**src/rtl/otp_auth_ctrl.sv**
```systemverilog
// ============================================================================
// Module   : otp_auth_ctrl
// Purpose  : OTP capture, user-code compare, grant/deny status and timed lockout.
//            Optional button debounce filter enabled by defining OTP_DEBOUNCE_EN.
// Revision : 1.0 - initial release
// ============================================================================
`default_nettype none

module otp_auth_ctrl #(
  parameter int CODE_W      = 4,
  parameter int MAX_FAIL    = 3,
  parameter int LOCK_CYCLES = 1024,
  parameter int SYNC_STAGES = 2,
  parameter int DB_CYCLES   = 16
) (
  input  logic                              clk,
  input  logic                              reset,
  input  logic [CODE_W-1:0]                 otp_in,
  input  logic [CODE_W-1:0]                 user_in,
  input  logic                              otp_latch,
  input  logic                              user_latch,
  output logic                              armed,
  output logic                              grant,
  output logic                              deny,
  output logic                              locked,
  output logic [$clog2(MAX_FAIL+1)-1:0]     fail_cnt,
  output logic [CODE_W-1:0]                 otp_q
);

  localparam int c_FW = $clog2(MAX_FAIL + 1);
  localparam int c_TW = $clog2(LOCK_CYCLES);
  localparam logic [c_TW-1:0] c_LOCK_LOAD  = c_TW'(LOCK_CYCLES - 1);
  localparam logic [c_FW-1:0] c_MAX_FAIL   = c_FW'(MAX_FAIL);
  localparam logic [c_FW:0]   c_FAIL_LIMIT = (c_FW + 1)'(MAX_FAIL);

  typedef enum logic [2:0] {
    ST_IDLE  = 3'd0,
    ST_ARMED = 3'd1,
    ST_CHECK = 3'd2,
    ST_GRANT = 3'd3,
    ST_DENY  = 3'd4,
    ST_LOCK  = 3'd5
  } state_t;

  // Reset: asserts asynchronously, releases two clocks after the pin deasserts
  logic [1:0] r_rst_sync;
  logic       w_rst_n;

  always_ff @(posedge clk or negedge reset) begin
    if (!reset) r_rst_sync <= 2'b00;
    else        r_rst_sync <= {r_rst_sync[0], 1'b1};
  end

  assign w_rst_n = r_rst_sync[1];

  // Button conditioning: bit 0 = otp_latch, bit 1 = user_latch
  logic [1:0] w_btn_raw;
  logic [1:0] w_edge;

  assign w_btn_raw = {user_latch, otp_latch};

  for (genvar b = 0; b < 2; b++) begin : g_btn
    logic [SYNC_STAGES-1:0] r_sync;
    logic                   w_level;
    logic                   r_level_d;
    logic                   r_pulse;

    always_ff @(posedge clk or negedge w_rst_n) begin
      if (!w_rst_n) r_sync <= '0;
      else          r_sync <= {r_sync[SYNC_STAGES-2:0], w_btn_raw[b]};
    end

`ifdef OTP_DEBOUNCE_EN
    localparam int c_DW = (DB_CYCLES > 1) ? $clog2(DB_CYCLES) : 1;
    logic [c_DW-1:0] r_db_cnt;
    logic            r_db_level;

    // Filtered level follows only after DB_CYCLES consecutive disagreeing samples
    always_ff @(posedge clk or negedge w_rst_n) begin
      if (!w_rst_n) begin
        r_db_cnt   <= '0;
        r_db_level <= 1'b0;
      end else if (r_sync[SYNC_STAGES-1] == r_db_level) begin
        r_db_cnt <= '0;
      end else if (r_db_cnt == c_DW'(DB_CYCLES - 1)) begin
        r_db_level <= r_sync[SYNC_STAGES-1];
        r_db_cnt   <= '0;
      end else begin
        r_db_cnt <= r_db_cnt + 1'b1;
      end
    end

    assign w_level = r_db_level;
`else
    assign w_level = r_sync[SYNC_STAGES-1];
`endif

    always_ff @(posedge clk or negedge w_rst_n) begin
      if (!w_rst_n) begin
        r_level_d <= 1'b0;
        r_pulse   <= 1'b0;
      end else begin
        r_level_d <= w_level;
        r_pulse   <= w_level & ~r_level_d;
      end
    end

    assign w_edge[b] = r_pulse;
  end

  // Control FSM
  state_t            r_state, w_state_nxt;
  logic [CODE_W-1:0] r_otp_q, w_otp_nxt;
  logic [CODE_W-1:0] r_user_q, w_user_nxt;
  logic [c_FW-1:0]   r_fail_cnt, w_fail_nxt;
  logic [c_TW-1:0]   r_timer, w_timer_nxt;
  logic              r_armed, w_armed_nxt;
  logic              r_grant, w_grant_nxt;
  logic              r_deny, w_deny_nxt;
  logic              r_locked, w_locked_nxt;
  logic              w_otp_edge, w_user_edge, w_match;
  logic [c_FW:0]     w_fail_inc;

  assign w_otp_edge  = w_edge[0];
  assign w_user_edge = w_edge[1];
  assign w_match     = (r_user_q == r_otp_q);
  assign w_fail_inc  = {1'b0, r_fail_cnt} + 1'b1;

  always_ff @(posedge clk or negedge w_rst_n) begin
    if (!w_rst_n) begin
      r_state    <= ST_IDLE;
      r_otp_q    <= '0;
      r_user_q   <= '0;
      r_fail_cnt <= '0;
      r_timer    <= '0;
      r_armed    <= 1'b0;
      r_grant    <= 1'b0;
      r_deny     <= 1'b0;
      r_locked   <= 1'b0;
    end else begin
      r_state    <= w_state_nxt;
      r_otp_q    <= w_otp_nxt;
      r_user_q   <= w_user_nxt;
      r_fail_cnt <= w_fail_nxt;
      r_timer    <= w_timer_nxt;
      r_armed    <= w_armed_nxt;
      r_grant    <= w_grant_nxt;
      r_deny     <= w_deny_nxt;
      r_locked   <= w_locked_nxt;
    end
  end

  always_comb begin
    w_state_nxt = r_state;
    w_otp_nxt   = r_otp_q;
    w_user_nxt  = r_user_q;
    w_fail_nxt  = r_fail_cnt;
    w_timer_nxt = r_timer;

    case (r_state)
      ST_IDLE: begin
        if (w_otp_edge) begin
          w_otp_nxt   = otp_in;
          w_state_nxt = ST_ARMED;
        end
      end
      ST_ARMED, ST_DENY: begin
        // otp edge takes priority over a coincident user edge
        if (w_otp_edge) begin
          w_otp_nxt   = otp_in;
          w_state_nxt = ST_ARMED;
        end else if (w_user_edge) begin
          w_user_nxt  = user_in;
          w_state_nxt = ST_CHECK;
        end
      end
      ST_CHECK: begin
        if (w_match) begin
          w_fail_nxt  = '0;
          w_state_nxt = ST_GRANT;
        end else if (w_fail_inc == c_FAIL_LIMIT) begin
          w_fail_nxt  = c_MAX_FAIL;
          w_timer_nxt = c_LOCK_LOAD;
          w_state_nxt = ST_LOCK;
        end else begin
          w_fail_nxt  = w_fail_inc[c_FW-1:0];
          w_state_nxt = ST_DENY;
        end
      end
      ST_GRANT: begin
        if (w_otp_edge) begin
          w_otp_nxt   = otp_in;
          w_state_nxt = ST_ARMED;
        end
      end
      ST_LOCK: begin
        if (r_timer == '0) begin
          w_fail_nxt  = '0;
          w_otp_nxt   = '0;
          w_state_nxt = ST_IDLE;
        end else begin
          w_timer_nxt = r_timer - 1'b1;
        end
      end
      default: w_state_nxt = ST_IDLE;
    endcase
  end

  // Status outputs decode the next state; CHECK keeps the previous status visible
  always_comb begin
    w_armed_nxt  = r_armed;
    w_grant_nxt  = r_grant;
    w_deny_nxt   = r_deny;
    w_locked_nxt = r_locked;
    if (w_state_nxt != ST_CHECK) begin
      w_armed_nxt  = (w_state_nxt == ST_ARMED) || (w_state_nxt == ST_DENY);
      w_grant_nxt  = (w_state_nxt == ST_GRANT);
      w_deny_nxt   = (w_state_nxt == ST_DENY);
      w_locked_nxt = (w_state_nxt == ST_LOCK);
    end
  end

  assign armed    = r_armed;
  assign grant    = r_grant;
  assign deny     = r_deny;
  assign locked   = r_locked;
  assign fail_cnt = r_fail_cnt;
  assign otp_q    = r_otp_q;

endmodule

`default_nettype wire

```
**config.mk**
```make
export PLATFORM = sky130hd
export DESIGN_NAME = otp_auth_ctrl
export DESIGN_NICKNAME = d
export VERILOG_FILES = /design/src/rtl/otp_auth_ctrl.sv
export SDC_FILE = /design/constraint.sdc
export NUM_CORES = 1
export LEC_CHECK = 0
export CAP_MARGIN = 20
export CORE_UTILIZATION = 30
export CTS_BUF_LIST = sky130_fd_sc_hd__clkbuf_8
export DETAILED_ROUTE_END_ITERATION = 6
export GPL_TIMING_DRIVEN = 0
export MAX_ROUTING_LAYER = met4
export PLACE_DENSITY = 0.55
export SLEW_MARGIN = 15
export SYNTH_ARGS = -nofsm -noshare
export SYNTH_HDL_FRONTEND = slang
export SYNTH_SLANG_ARGS = --single-unit
```
**constraint.sdc**
```tcl
create_clock -name clk -period 1.2 [get_ports clk]
set_input_delay 0.24 -clock clk [delete_from_list [all_inputs] [get_ports clk]]
set_output_delay 0.24 -clock clk [all_outputs]
set_load 0.03 [all_outputs]
```
# After elaboration in Yosys (flattened, before gate mapping)
# Index checks and enable logic that the tools add are counted.
classes:
  add_sub_neg: 2
  muxes: 18
  n_reduce_logical: 12
  eq_ne: 17
  bitwise_logic: 5
ops:
  columns: ["cell", "n"]
  rows:
  - ["10-bit two-way mux", 3]
  - ["10-bit case mux with 2 select lines", 1]
  - ["3-bit two-way mux", 5]
  - ["3-bit by 2-bit equality test with 1-bit output, second input constant", 4]
  - ["3-bit equality test, second input constant", 4]
  - ["3-bit case mux with 4 select lines", 1]
  - ["10-bit zero test", 1]
  - ["10-bit by 1-bit subtractor with 10-bit output, second input constant", 1]
  - ["4-bit two-way mux", 2]
  - ["2-bit != test, second input constant", 4]
  - ["4-bit case mux with 2 select lines", 1]
  - ["3-bit by 1-bit equality test with 1-bit output, second input constant", 2]
  - ["2-bit two-way mux", 3]
  - ["3-bit AND reduction", 2]
  - ["4-bit equality test", 1]
  - ["2-bit case mux with 2 select lines", 1]
  - ["4-bit AND reduction", 1]
  - ["2-bit nonzero test", 2]
  - ["2-bit OR reduction", 2]
  - ["4-bit OR reduction", 1]
  - ["2-bit by 1-bit adder with 3-bit output, second input constant", 1]
  - ["3-bit zero test", 1]
  - ["3-bit by 2-bit != test with 1-bit output, second input constant", 1]
  - ["1-bit NOT", 3]
  - ["5 further kinds", 6]
word_totals:
  wordCells: 70
  output_inout_bits: 10
  ff_bits: 37

# Depth between registers and ports, before layout
logic_depth:
  word_depth: 7
  ltp_mapped: 8
  mapped_depth_nobuf: 6

# Worst setup path before layout
# No wires, ideal clock.
synth_path:
  path_kind: "reg2reg"
  start: "register r_timer[0]"
  end: "register r_timer[0]"
  path_stages_with_launch: 9
  t_arrival_ns: 2.172
  n_path_buf: 2
  setup_ns: 0.125
  period_less_slack_ns: 2.297
  path_slack_ns: -1.097
  path_cell_list: "dfrtp_1 -> inv_1 -> ha_1 -> or4b_1 -> buf_2 -> or4_4 -> buf_6 -> o211a_4 -> mux2_4"
synth_via:
  elab_chain_cells: 3
synth_lines:
  columns: ["element", "line_no", "text"]
  rows:
  - ["start: declaration", "116", "logic [c_TW-1:0] r_timer, w_timer_nxt;"]
  - ["start signal: assignment", "145", "r_timer <= w_timer_nxt;"]
  - ["10-bit by 1-bit subtractor with 10-bit output or 10-bit zero test (tied branches)", "202, 197", null]
  - ["10-bit two-way mux or 2-bit != test (tied branches)", null, null]
  - ["10-bit case mux with 2 select lines or 4-bit AND reduction (tied branches)", null, null]
# Parallel ways exist; a longest one is shown, timed or not. The select of a mux whose other input is x is not followed.
# A chain may end at the register's enable or synchronous reset.

# Worst setup path after layout
layout_path:
  start: "register r_timer[1]"
  end: "register r_timer[0]"
layout_via:
  elab_chain_cells: 3
layout_lines:
  columns: ["element", "line_no", "text"]
  rows:
  - ["10-bit zero test", "197", "if (r_timer == '0) begin"]
  - ["2-bit != test (no source line)", null, null]
  - ["4-bit AND reduction (no source line)", null, null]
# Every way passes these cells.

==> out/metrics.yaml <==
status:
  status: "finished, violations left"
  violations: "setup timing"
synth:
  synthSimpleGateAreaFrac: 0.170
  synth_xor_area_frac: 0.0251
  synth_edf_count: 0
  synth_cell_types: 51
  yosysTopAreaCell: "dfrtp_1"
  synth_most_common_cell: "dfrtp_1"
  muxShareOfSynthArea: 0.0345
  synthArstFlopShare: 1.00
  syn-num-nets: 177
  avgSynthCellArea_um2: 10.7
  netlist_instances: 163
  synthTopCellsByCount: "37 x dfrtp_1, 14 x inv_1, 9 x nand2_1, 9 x nor2_1, 8 x nand3_1"
  yosysSeqAreaShare: 0.532
  synth_top_family_by_area: "simple AND/OR/NAND/NOR gates"
  syn_area_um2: 1740
  synth_fa_ha_area_frac: 0.0144
  synth_compound_area_frac: 0.167
  ys_warn_count: 0
  synthFlopType: "dfrtp_1"
  synth.top_cell.area_share: 0.532
  ys_seq_elements: 37
  synth_area_leaders: "dfrtp_1 53%, inv_1 3.0%, mux2_2 2.6%"
sta:
  rsz0062_at_grt: "yes"
  setup_violations: 27
  slew_headroom: 0.614
  worst_pin_slew_ns: 0.577
  finalHoldViolations: 0
  setup_slack_ns: -0.854
  holdWs_ns: 0.0997
  finalWorstPathRequiredPeriod_ns: 2.05
  finalMaxSlewViolations: 0
  skew_ns: 0.00825
  fmax_mhz: 487
  fin_crit_sh: 1.71
layout:
  fin_nets: 221
  fin_util: 0.435
  num_antenna_cells: 0
  area_delta_synth_final_pct: 38.2
  fin_cells: 280
  drive_above_1_share: 0.365
  fin_area_um2: 2410
  fill_cells: 557
worst_setup_path:
  cp_max_fo: 3
  critPathSlowestCell: "or4b_4"
  start_kind: "register"
  cpLargestDelayFamily: "simple AND/OR/NAND/NOR gates"
  worstSetupPathType: "register to register"
  worstPathRequired_ns: 1.37
  critPathArrivalTime_ns: 2.22
  max_stage_delay_ns: 0.47
  cp-end-kind: "register"
  cp.buffers_inverters: 1
  worstPathCellList: "inv_2 -> ha_4 -> or4b_4 -> or4_4 -> o211a_4 -> mux2_4"
detailed_routing:
  vias: 1396
  ant_nets: 0
  wirelength_um: 3800
  drc: 0
  drt-pass1-iter-count: 4
  post_drt_wl_per_cell_um: 13.6
  drtIter0Drc: 45
  vias_per_cell: 4.99
power_and_ir_drop:
  p_leak_uw: 0.00104
  ir_worst_vdd_mv: 0.987
  power_density_nw_per_um2: 2180
floorplan:
  ios: 22
  core-area_um2: 5540
  initial_core_util: 0.314
  die_h_um: 78.2
  fp.dieW_um: 78.2
  floorplan.die_area_um2: 6110
  rows: 27
placed_design:
  dp.cells: 257
  gp_congestion: 0.753
  port_buffers: 21
  place_area_um2: 2140
  dp_hpwl_um: 2600
worst_hold_path:
  hold_path.class: "primary input to async pin"
global_route:
  grt_overflow_total: 0
  grt_pass1_vias: 1354
  antenna_found_initial: 0
  grt_first_pass_wirelength_um: 6510
  grt_max_degree: 24
  groute.usage.overall: 0.142
clock_network:
  cts_max_level: 2
  clk_pin_slew_worst_paths_ns: 0.08
  cts_hold_buffers: 0
  clock_latency_ns: 0.29
  cts_tree: "built"
  clock_path_buffers: 2
  cts-buffers-inserted: 5
  clockRootBuffer: "clkbuf_8"
  clock-sinks: 37
job:
  cap_violations: 0
placed cells by master (no fill, tap or decap), drive strengths merged, types with 2 or more instances in the layout:
| cell | instances |
|---|---|
| a21oi | 3 |
| dfrtp | 37 |
| nor3 | 2 |
| xnor2 | 4 |
| o21a | 3 |
| mux2 | 5 |
| a211oi | 3 |
| nand2 | 9 |
| nand3b | 2 |
| o2bb2ai | 2 |
| buf | 30 |
| nor4 | 3 |
| o21ai | 5 |
| nand3 | 8 |
| nor2 | 9 |
| nor2b | 3 |
| a22o | 2 |
| o31ai | 6 |
| inv | 15 |
| a31oi | 2 |
| nand2b | 2 |
| clkbuf | 12 |
| o41ai | 2 |
| and3 | 2 |
| or4 | 3 |
| ha | 2 |
| clkdlybuf4s50 | 11 |
cell families after synthesis:
| group | Yosys count |
|---|---|
| AOI/OAI and AO/OA | 38 |
| xor gates and xnor gates | 5 |
| adders and majority gates | 2 |
| buffers and inverters | 23 |
| DFF | 37 |
| muxes | 5 |
| other | 1 |
| and+or+nand+nor | 52 |
worst reg2reg max path: stages (launching register included):
cell	delay, ns
dfrtp_1	0.39
inv_2	0.07
ha_4	0.13
or4b_4	0.47
or4_4	0.46
o211a_4	0.17
mux2_4	0.25
sequential cells by signal (all words and copies together), names as in the netlist:
signal and cells:
r_state 3, deny 1, r_rst_sync 2, armed 1, g_btn.r_pulse 2, g_btn.r_level_d 2, r_timer 10, grant 1
locked 1, fail_cnt 2, otp_q 4, r_user_q 4, g_btn.r_sync 4
per-stage QoR:
step                total power [µW]  TNS (ns)  setup WS [ns]
floorplan                       3500    -16.05          -1.01
global placement                4150    -32.73          -1.08
detailed placement              4180    -20.71          -1.08
CTS                             5280    -17.42         -0.906
global route                    5600    -19.17         -0.903
finish                          5240    -16.87         -0.854
worst paths after layout:
| kind | start | depth (start not counted) | slack, ns | endpoint |
|---|---|---|---|---|
| hold reg to reg | r_rst_sync[1] | 0 | 0.18 | armed |
| min in group clk | g_btn[1].r_sync[0] | 0 | 0.35 | g_btn[1].r_sync[1] |
| setup / recovery | r_timer[1] | 6 | -0.85 | r_timer[0] |
| hold / removal | reset | 1 | 0.1 | r_rst_sync[0] |
| max in group asynchronous | r_rst_sync[1] | 1 | 0.59 | fail_cnt[0] |
| setup reg to reg | r_timer[1] | 6 | -0.85 | r_timer[0] |
area by class of cell:
cell class                      count  area (µm²)  share of cell area
Sequential cell                    37         937               0.389
Multi-Input combinational cell    103         845               0.351
Timing Repair Buffer               40         330               0.137
Clock buffer                        7        96.3              0.0400
Tap cell                           72        90.1              0.0374
Inverter                           14        52.6              0.0218
Buffer                              6        47.5              0.0198
Clock inverter                      1        8.76             0.00364
where the power goes:
group	internal [µW]	switching (µW)	leakage, µW
Clock	530	452	0.0000549
Sequential	1660	361	0.000427
Combinational	1010	1230	0.000562
metal layers:
metal | wire, µm | vias to the layer above | GRT usage | part of all wire
met3 | 143 | 10 | 0.0372 | 0.038
met1 | 1770 | 666 | 0.171 | 0.47
li1 | - | 678 | - | -
met4 | 102 | 0 | 0.0667 | 0.027
met5 | 0 | - | - | 0
met2 | 1780 | 42 | 0.221 | 0.47
timing repair:
action | in CTS | in global routing
setup endpoints to repair | 37 | 29
cloned | 0 | 0
gates resized for setup | 66 | 7
setup buffers | 17 | 1
pin swaps | 10 | 5
No activity file was read; power rests on OpenSTA's default activity.
